**src/rtl/imem_load_controller.sv**
```systemverilog
// UART boot loader: parses a framed instruction image, writes it to instruction
// memory, zero-fills the unused tail and releases the CPU once the checksum matches.
module imem_load_controller #(
   parameter logic [7:0] HEADER         = 8'hA5,
   parameter int         DEPTH          = 32,
   parameter int         TIMEOUT_CYCLES = 1000000,
   localparam int        ADDR_W         = $clog2(DEPTH)
) (
   input  logic              CLK,
   input  logic              RST,
   input  logic              rx_valid,
   input  logic [7:0]        rx_data,
   input  logic              start,
   output logic              mem_we,
   output logic [ADDR_W-1:0] mem_addr,
   output logic [15:0]       mem_wdata,
   output logic              cpu_hold,
   output logic              load_done,
   output logic              load_error
);

   localparam int CNT_W = $clog2(DEPTH + 1);
   localparam int GAP_W = $clog2(TIMEOUT_CYCLES + 1);

   typedef enum logic [2:0] {IDLE, COUNT, HI, LO, CSUM, FILL, DONE, ERROR} state_t;

   state_t             state, state_nx;
   logic [CNT_W-1:0]   n;
   logic [ADDR_W-1:0]  idx;
   logic [7:0]         csum;
   logic [7:0]         hi;
   logic [GAP_W-1:0]   gap;
   logic               in_frame;
   logic               timeout;
   logic               count_ok;
   logic               last_word;
   logic               fill_needed;

   assign in_frame    = (state == COUNT) || (state == HI) || (state == LO) || (state == CSUM);
   assign timeout     = in_frame && !rx_valid && (int'(gap) == TIMEOUT_CYCLES - 1);
   assign count_ok    = (rx_data != 8'd0) && (int'(rx_data) <= DEPTH);
   assign last_word   = (int'(idx) + 1 == int'(n));
   assign fill_needed = (int'(n) < DEPTH);

   always_ff @(posedge CLK) begin
      if (RST) state <= IDLE;
      else     state <= state_nx;
   end

   always_comb begin
      state_nx = state;
      if (start) begin
         state_nx = IDLE;
      end else if (timeout) begin
         state_nx = ERROR;
      end else begin
         case (state)
            IDLE:  if (rx_valid && rx_data == HEADER) state_nx = COUNT;
            COUNT: if (rx_valid) state_nx = count_ok ? HI : ERROR;
            HI:    if (rx_valid) state_nx = LO;
            LO:    if (rx_valid) state_nx = last_word ? CSUM : HI;
            CSUM:  if (rx_valid) state_nx = (rx_data != csum) ? ERROR : (fill_needed ? FILL : DONE);
            // The write on display is the last one once it reaches the top address.
            FILL:  if (mem_addr == ADDR_W'(DEPTH - 1)) state_nx = DONE;
            default: state_nx = state;
         endcase
      end
   end

   always_comb begin
      cpu_hold   = (state != DONE);
      load_done  = (state == DONE);
      load_error = (state == ERROR);
   end

   // Fill writes are issued one cycle early so the last one lands inside FILL.
   always_ff @(posedge CLK) begin
      if (RST) begin
         mem_we    <= 1'b0;
         mem_addr  <= '0;
         mem_wdata <= '0;
         n         <= '0;
         idx       <= '0;
         csum      <= '0;
         hi        <= '0;
         gap       <= '0;
      end else begin
         mem_we <= 1'b0;
         if (start) begin
            idx  <= '0;
            csum <= '0;
            gap  <= '0;
         end else begin
            if (rx_valid || !in_frame) gap <= '0;
            else                       gap <= gap + GAP_W'(1);
            case (state)
               COUNT: if (rx_valid && count_ok) begin
                  n    <= rx_data[CNT_W-1:0];
                  idx  <= '0;
                  csum <= '0;
               end
               HI: if (rx_valid) begin
                  hi   <= rx_data;
                  csum <= csum + rx_data;
               end
               LO: if (rx_valid) begin
                  csum      <= csum + rx_data;
                  mem_we    <= 1'b1;
                  mem_addr  <= idx;
                  mem_wdata <= {hi, rx_data};
                  idx       <= idx + ADDR_W'(1);
               end
               CSUM: if (rx_valid && rx_data == csum && fill_needed) begin
                  mem_we    <= 1'b1;
                  mem_addr  <= idx;
                  mem_wdata <= '0;
                  idx       <= idx + ADDR_W'(1);
               end
               FILL: if (mem_addr != ADDR_W'(DEPTH - 1)) begin
                  mem_we    <= 1'b1;
                  mem_addr  <= idx;
                  mem_wdata <= '0;
                  idx       <= idx + ADDR_W'(1);
               end
               default: ;
            endcase
         end
      end
   end

endmodule

```
**config.mk**
```make
export PLATFORM = sky130hd
export DESIGN_NAME = imem_load_controller
export DESIGN_NICKNAME = d
export VERILOG_FILES = /design/src/rtl/imem_load_controller.sv
export SDC_FILE = /design/constraint.sdc
export NUM_CORES = 1
export LEC_CHECK = 0
export ABC_AREA = 1
export CORE_ASPECT_RATIO = 0.75
export CORE_MARGIN = 8
export CORE_UTILIZATION = 55
export DETAILED_ROUTE_END_ITERATION = 10
export PLACE_DENSITY = 0.73
export SLEW_MARGIN = 30
export SYNTH_ARGS = -nofsm -noshare
export SYNTH_HDL_FRONTEND = slang
export SYNTH_SLANG_ARGS = --single-unit
```
**constraint.sdc**
```tcl
create_clock -name CLK -period 3.5 [get_ports CLK]
set_clock_uncertainty 0.1 [all_clocks]
set_input_delay 0.525 -clock CLK [delete_from_list [all_inputs] [get_ports CLK]]
set_output_delay 0.525 -clock CLK [all_outputs]
set_load 0.02 [all_outputs]
```
## Word level (Yosys, flattened, before mapping)

Cells that the tools add are included.

| word-level totals | value |
|---|---|
| word-level logic and storage cells | 102 |
| flip-flop bits (word level) | 72 |
| output and inout port bits | 25 |
| input bits | 12 |

| cells by class | value |
|---|---|
| add/sub/neg operators | 4 |
| $lt $le $gt $ge | 2 |
| eq/ne operators | 26 |
| bitwise operators | 1 |
| reductions and logical operators | 28 |
| multiplexer cells | 32 |

Operators by type and width:

| cell | number |
|---|---|
| 2-to-1 mux 16 bit | 3 |
| one-hot mux 16 bit (3 select lines) | 1 |
| 2-to-1 mux 5 bit | 7 |
| 2-to-1 mux 3 bit | 9 |
| inequality test 3 bit (second input constant) | 7 |
| adder 20 x 1 -> 20 bit (second input constant) | 1 |
| == test 20 x 17 -> 1 bit (second input constant) | 1 |
| one-hot mux 5 bit (4 select lines) | 1 |
| one-hot mux 3 bit (6 select lines) | 1 |
| 2-to-1 mux 8 bit | 2 |
| one-hot mux 8 bit (2 select lines) | 1 |
| one-hot mux 5 bit (3 select lines) | 1 |
| == test 3 bit (second input constant) | 4 |
| AND reduction 5 bit | 2 |
| AND reduction 3 bit | 3 |
| adder 8 bit | 1 |
| == test 8 bit | 1 |
| == test 8 bit (second input constant) | 1 |
| <= comparator 8 x 6 -> 1 bit (second input constant) | 1 |
| inequality test 8 bit | 1 |
| nonzero test 8 bit | 1 |
| logical AND 1 bit | 7 |
| AND reduction 7 bit | 1 |
| nonzero test 7 bit | 1 |
| other kinds (22) | 34 |

## Depth between registers and ports, before layout

| logic depth | value |
|---|---|
| word-level depth | 8 |
| mapped depth | 13 |
| mapped depth without buffers | 13 |

## Worst setup path after synthesis

No wires, ideal clock.

| timing path | value |
|---|---|
| kind | input -> register |
| start point | input rx_data[2] |
| end point | register mem_wdata[0] |
| setup time | 0.128 ns |
| data required time | 3.272 ns |
| stages on the path | 11 |
| path buffers | 2 |
| data arrival time | 1.866 ns |
| path slack | 1.406 ns |
| cells stage by stage | ha_1 -> buf_6 -> nor2_2 -> nand2_1 -> nor2_2 -> nand4_2 -> nand2_2 -> nand4_4 -> buf_4 -> o21ai_1 -> nor2_1 |

| on the way | value |
|---|---|
| word-level cells in the longest chain between the ends | 5 |

Ends and longest elaborated chain:

| what | RTL line | text |
|---|---|---|
| from (decl) | 12 | `input logic [7:0] rx_data,` |
| == test 8 bit | 113 | `CSUM: if (rx_valid && rx_data == csum && fill_needed) begin` |
| logical AND 1 bit (2 in series) | 113 |  |
| inequality test 2 x 1 -> 1 bit (no line) | n/a |  |
| AND reduction 5 bit (no line) | n/a |  |
| to (signal assigned) | 110 | `mem_wdata <= {hi, rx_data};` |
| to (decl) | 16 | `output logic [15:0] mem_wdata,` |

Every way passes these cells.
A chain may end at the register's enable or synchronous reset.

## Worst setup path in the final report

| timing path | value |
|---|---|
| start point | input rx_data[2] |
| end point | register mem_wdata[2] |

| on the way | value |
|---|---|
| word-level cells in the longest chain between the ends | 5 |
| elaborated cells between the ends (all ways) | 7 |
| classes of those cells | eq/ne (2); mux (2); reduce/logical (3) |

Ends and longest elaborated chain:

| what | RTL line |
|---|---|
| == test 8 bit | 113 |
| logical AND 1 bit (2 in series) | 113 |
| inequality test 2 x 1 -> 1 bit (no line) | n/a |
| AND reduction 5 bit (no line) | n/a |

Several ways; a longest one is shown, not always the timed one. The select of a mux whose other input is x is not followed.

==> qor.yml <==
floorplan:
  die_x_um: 114
  design.core.area_mm2: 0.00686
  ios: 37
  die_y_um: 89.2
  core.rowCount: 26
  start_util: 0.572
  dieArea_mm2: 0.0101
grt:
  grt_pass1_wl_mm: 15.5
  grt-ovfl-total: 0
  grt_max_degree: 43
  antenna_found_initial: 0
  grt_usage: 0.190
  grt_pass1_vias: 3352
power_and_ir_drop:
  p_int_uw: 1340
  pwr-share-clk: 0.474
  power.leakage_uw: 0.00189
  power_density_mw_per_mm2: 370
  seqPwrFrac: 0.482
  total_power_uw: 1700
  irDropWorstVdd_mv: 0.230
  combPwrFrac: 0.043
  swShare: 0.213
  switchingPower_uw: 361
logic_synthesis:
  syn_nets: 614
  syn_area_mm2: 0.00393
  ys.warnings.count: 0
  ys_seq_area_frac: 0.367
  synth.avg_cell_area_um2: 6.63
  async_flop_share: 0
  synth_edf_count: 0
  synth_cell_types: 39
  synth_ff_type: "dfxtp_1"
  synth_seq_cells: 72
  netlist_instances: 592
setup_path:
  crit_arrival_ps: 2780
  cp_common_cell: "nor2_2"
  cp_slowest_cell: "clkdlybuf4s50_1"
  end_kind: "flip-flop"
  startpoint_type: "input port"
  worst-setup-path-type: "input port to flip-flop"
  crit_required_ps: 3640
  path_max_fanout: 42
  cpPeakStageDelay_ps: 540
  timing.critical_path.cells: "clkdlybuf4s50_1 -> ha_1 -> nor2_2 -> nand2_1 -> nor2_2 -> nand4_2 -> nand2_2 -> nand4_4 -> buf_4 -> o21ai_1 -> nor2_1"
clock_tree:
  clkSinkCount: 72
  clk-insertion-delay-late_ps: 350
  cts_resized: 0
  htree_levels: 3
  postCtsSetupBuffers: 0
  path_clk_slew_ps: 80
  cts_tree: "built"
  numCtsBuffers: 9
  ctsLongestPathBuffers: 2
  hold_buffers: 0
  root_buffer: "clkbuf_8"
worst_hold_path:
  hold_path_class: "flip-flop to flip-flop"
route:
  route.vias.total: 3740
  vias_per_cell: 5.12
  drt_iter0_markers: 226
  wl_per_cell_um: 12.8
  wl_mm: 9.36
  drt_drc_violations_left: 0
  dr.pass1.iters: 5
  antenna_left: 0
finish:
  nFillCells: 642
  final_common_cell: "nand2_1"
  final_cell_mix: "127 x nand2_1, 89 x inv_1, 76 x nor2_1, 72 x dfxtp_1, 52 x a21oi_1"
  nets: 650
  final_area_mm2: 0.00458
  area_growth_pct: 16.8
  final_layout_size_suffix_gt1_frac: 0.0775
  antenna_cells: 0
  post-route-util: 0.668
  stdcell_count: 730
sta:
  max_slew.worst_pin.slew_ps: 758
  fmax_mhz: 380
  grt_setup_unrepaired: "false"
  slew_headroom: 0.492
  hold_viol: 0
  slew_violations: 0
  setup_viol: 0
  fin_crit_ps: 2630
  fin_crit_sh: 0.753
  setup-tns-final_ps: 0
place:
  routabilityCongestion: 0.899
  dpl_cell_area_mm2: 0.00434
  numPortBuffers: 36
  place_inst: 715
  hpwl_mm: 7.03
run:
  max_cap_viol_count: 0
status:
  status: "finished, final reports clean"
-- per-layer routing --
metal,part of all wire,GRT usage,vias to the layer above
met3,0.056,0.0520,10
met4,0.010,0.0434,0
met5,0,0,-
li1,-,-,1949
met1,0.49,0.250,1685
met2,0.44,0.306,96
-- path summary, 6_finish.rpt --
check | end | startpoint | slack (ps) | depth (start not counted)
hold reg to reg | hi[1]$_SDFFE_PP0P_ | hi[1]$_SDFFE_PP0P_ | 360 | 2
setup / recovery | mem_wdata[2]$_SDFFE_PP0P_ | rx_data[2] | 870 | 11
hold / removal | hi[1]$_SDFFE_PP0P_ | hi[1]$_SDFFE_PP0P_ | 360 | 2
setup reg to reg | mem_wdata[2]$_SDFFE_PP0P_ | csum[2]$_SDFFE_PP0P_ | 1340 | 10
-- worst max-delay path: cells and delay by family --
family	cells	cell delay (ps)
AO/OA/AOI/OAI	1	200
AND/OR/NAND/NOR	7	750
adder cells (fa/ha/maj)	1	460
buffers and inverters	2	800
-- state kept, by name (all words and copies together), names as in the netlist --
register and flops:
mem_wdata 16, gap 20, idx 5, mem_we 1
csum 8, mem_addr 5, state 3, hi 8
n 6
-- cells by family (layout without fill, tap and decap cells) --
family,Yosys count,count (layout),share of synthesized area
simple gates,287,287,0.324
buf+inv,113,153,0.119
compound gates,105,105,0.143
flops,72,72,0.367
fa+ha+maj,10,10,0.0338
xor+xnor,5,5,0.0131
-- cells in the mapped netlist (3+ instances only) --
master,number,share of area
a21oi_1,52,0.066
buf_2,5,0.0064
buf_6,4,0.011
clkbuf_1,5,0.0048
dfxtp_1,72,0.37
ha_1,9,0.029
inv_1,89,0.085
inv_2,6,0.0057
nand2_1,127,0.12
nand3_1,39,0.050
nand4_1,13,0.021
nor2_1,76,0.073
nor2_2,7,0.011
nor3_1,9,0.011
o21a_1,4,0.0076
o21ai_0,22,0.028
o21ai_1,20,0.025
or2_2,4,0.0064
xnor2_1,3,0.0067
-- metrics by stage --
| step | hold WS (ps) | setup slack [ps] |
|---|---|---|
| CTS | 360 | 934 |
| detailed placement | 348 | 553 |
| global placement | 342 | 612 |
| floorplan | 330 | 1410 |
| finish | 360 | 866 |
| global route | 383 | 786 |
-- cell type report --
type / count / area, um2 / area share
clock buffers: 10 / 138 / 0.0300
multi-input cells: 407 / 2020 / 0.440
inverters: 97 / 364 / 0.0794
well taps: 98 / 123 / 0.0267
flip-flops and latches: 72 / 1440 / 0.314
clock inverters: 5 / 104 / 0.0227
repair buffers: 41 / 398 / 0.0868
-- power by group through the flow --
stage	combinational (uW)	sequential, uW	clock [uW]
2_1_floorplan	38.7	838	0
3_3_place_gp	71.7	838	0
3_5_place_dp	71.9	838	0
4_1_cts	72.3	818	822
5_1_grt	80.1	818	859
6_report	73.5	818	804
No activity file was read; power rests on OpenSTA's default activity.
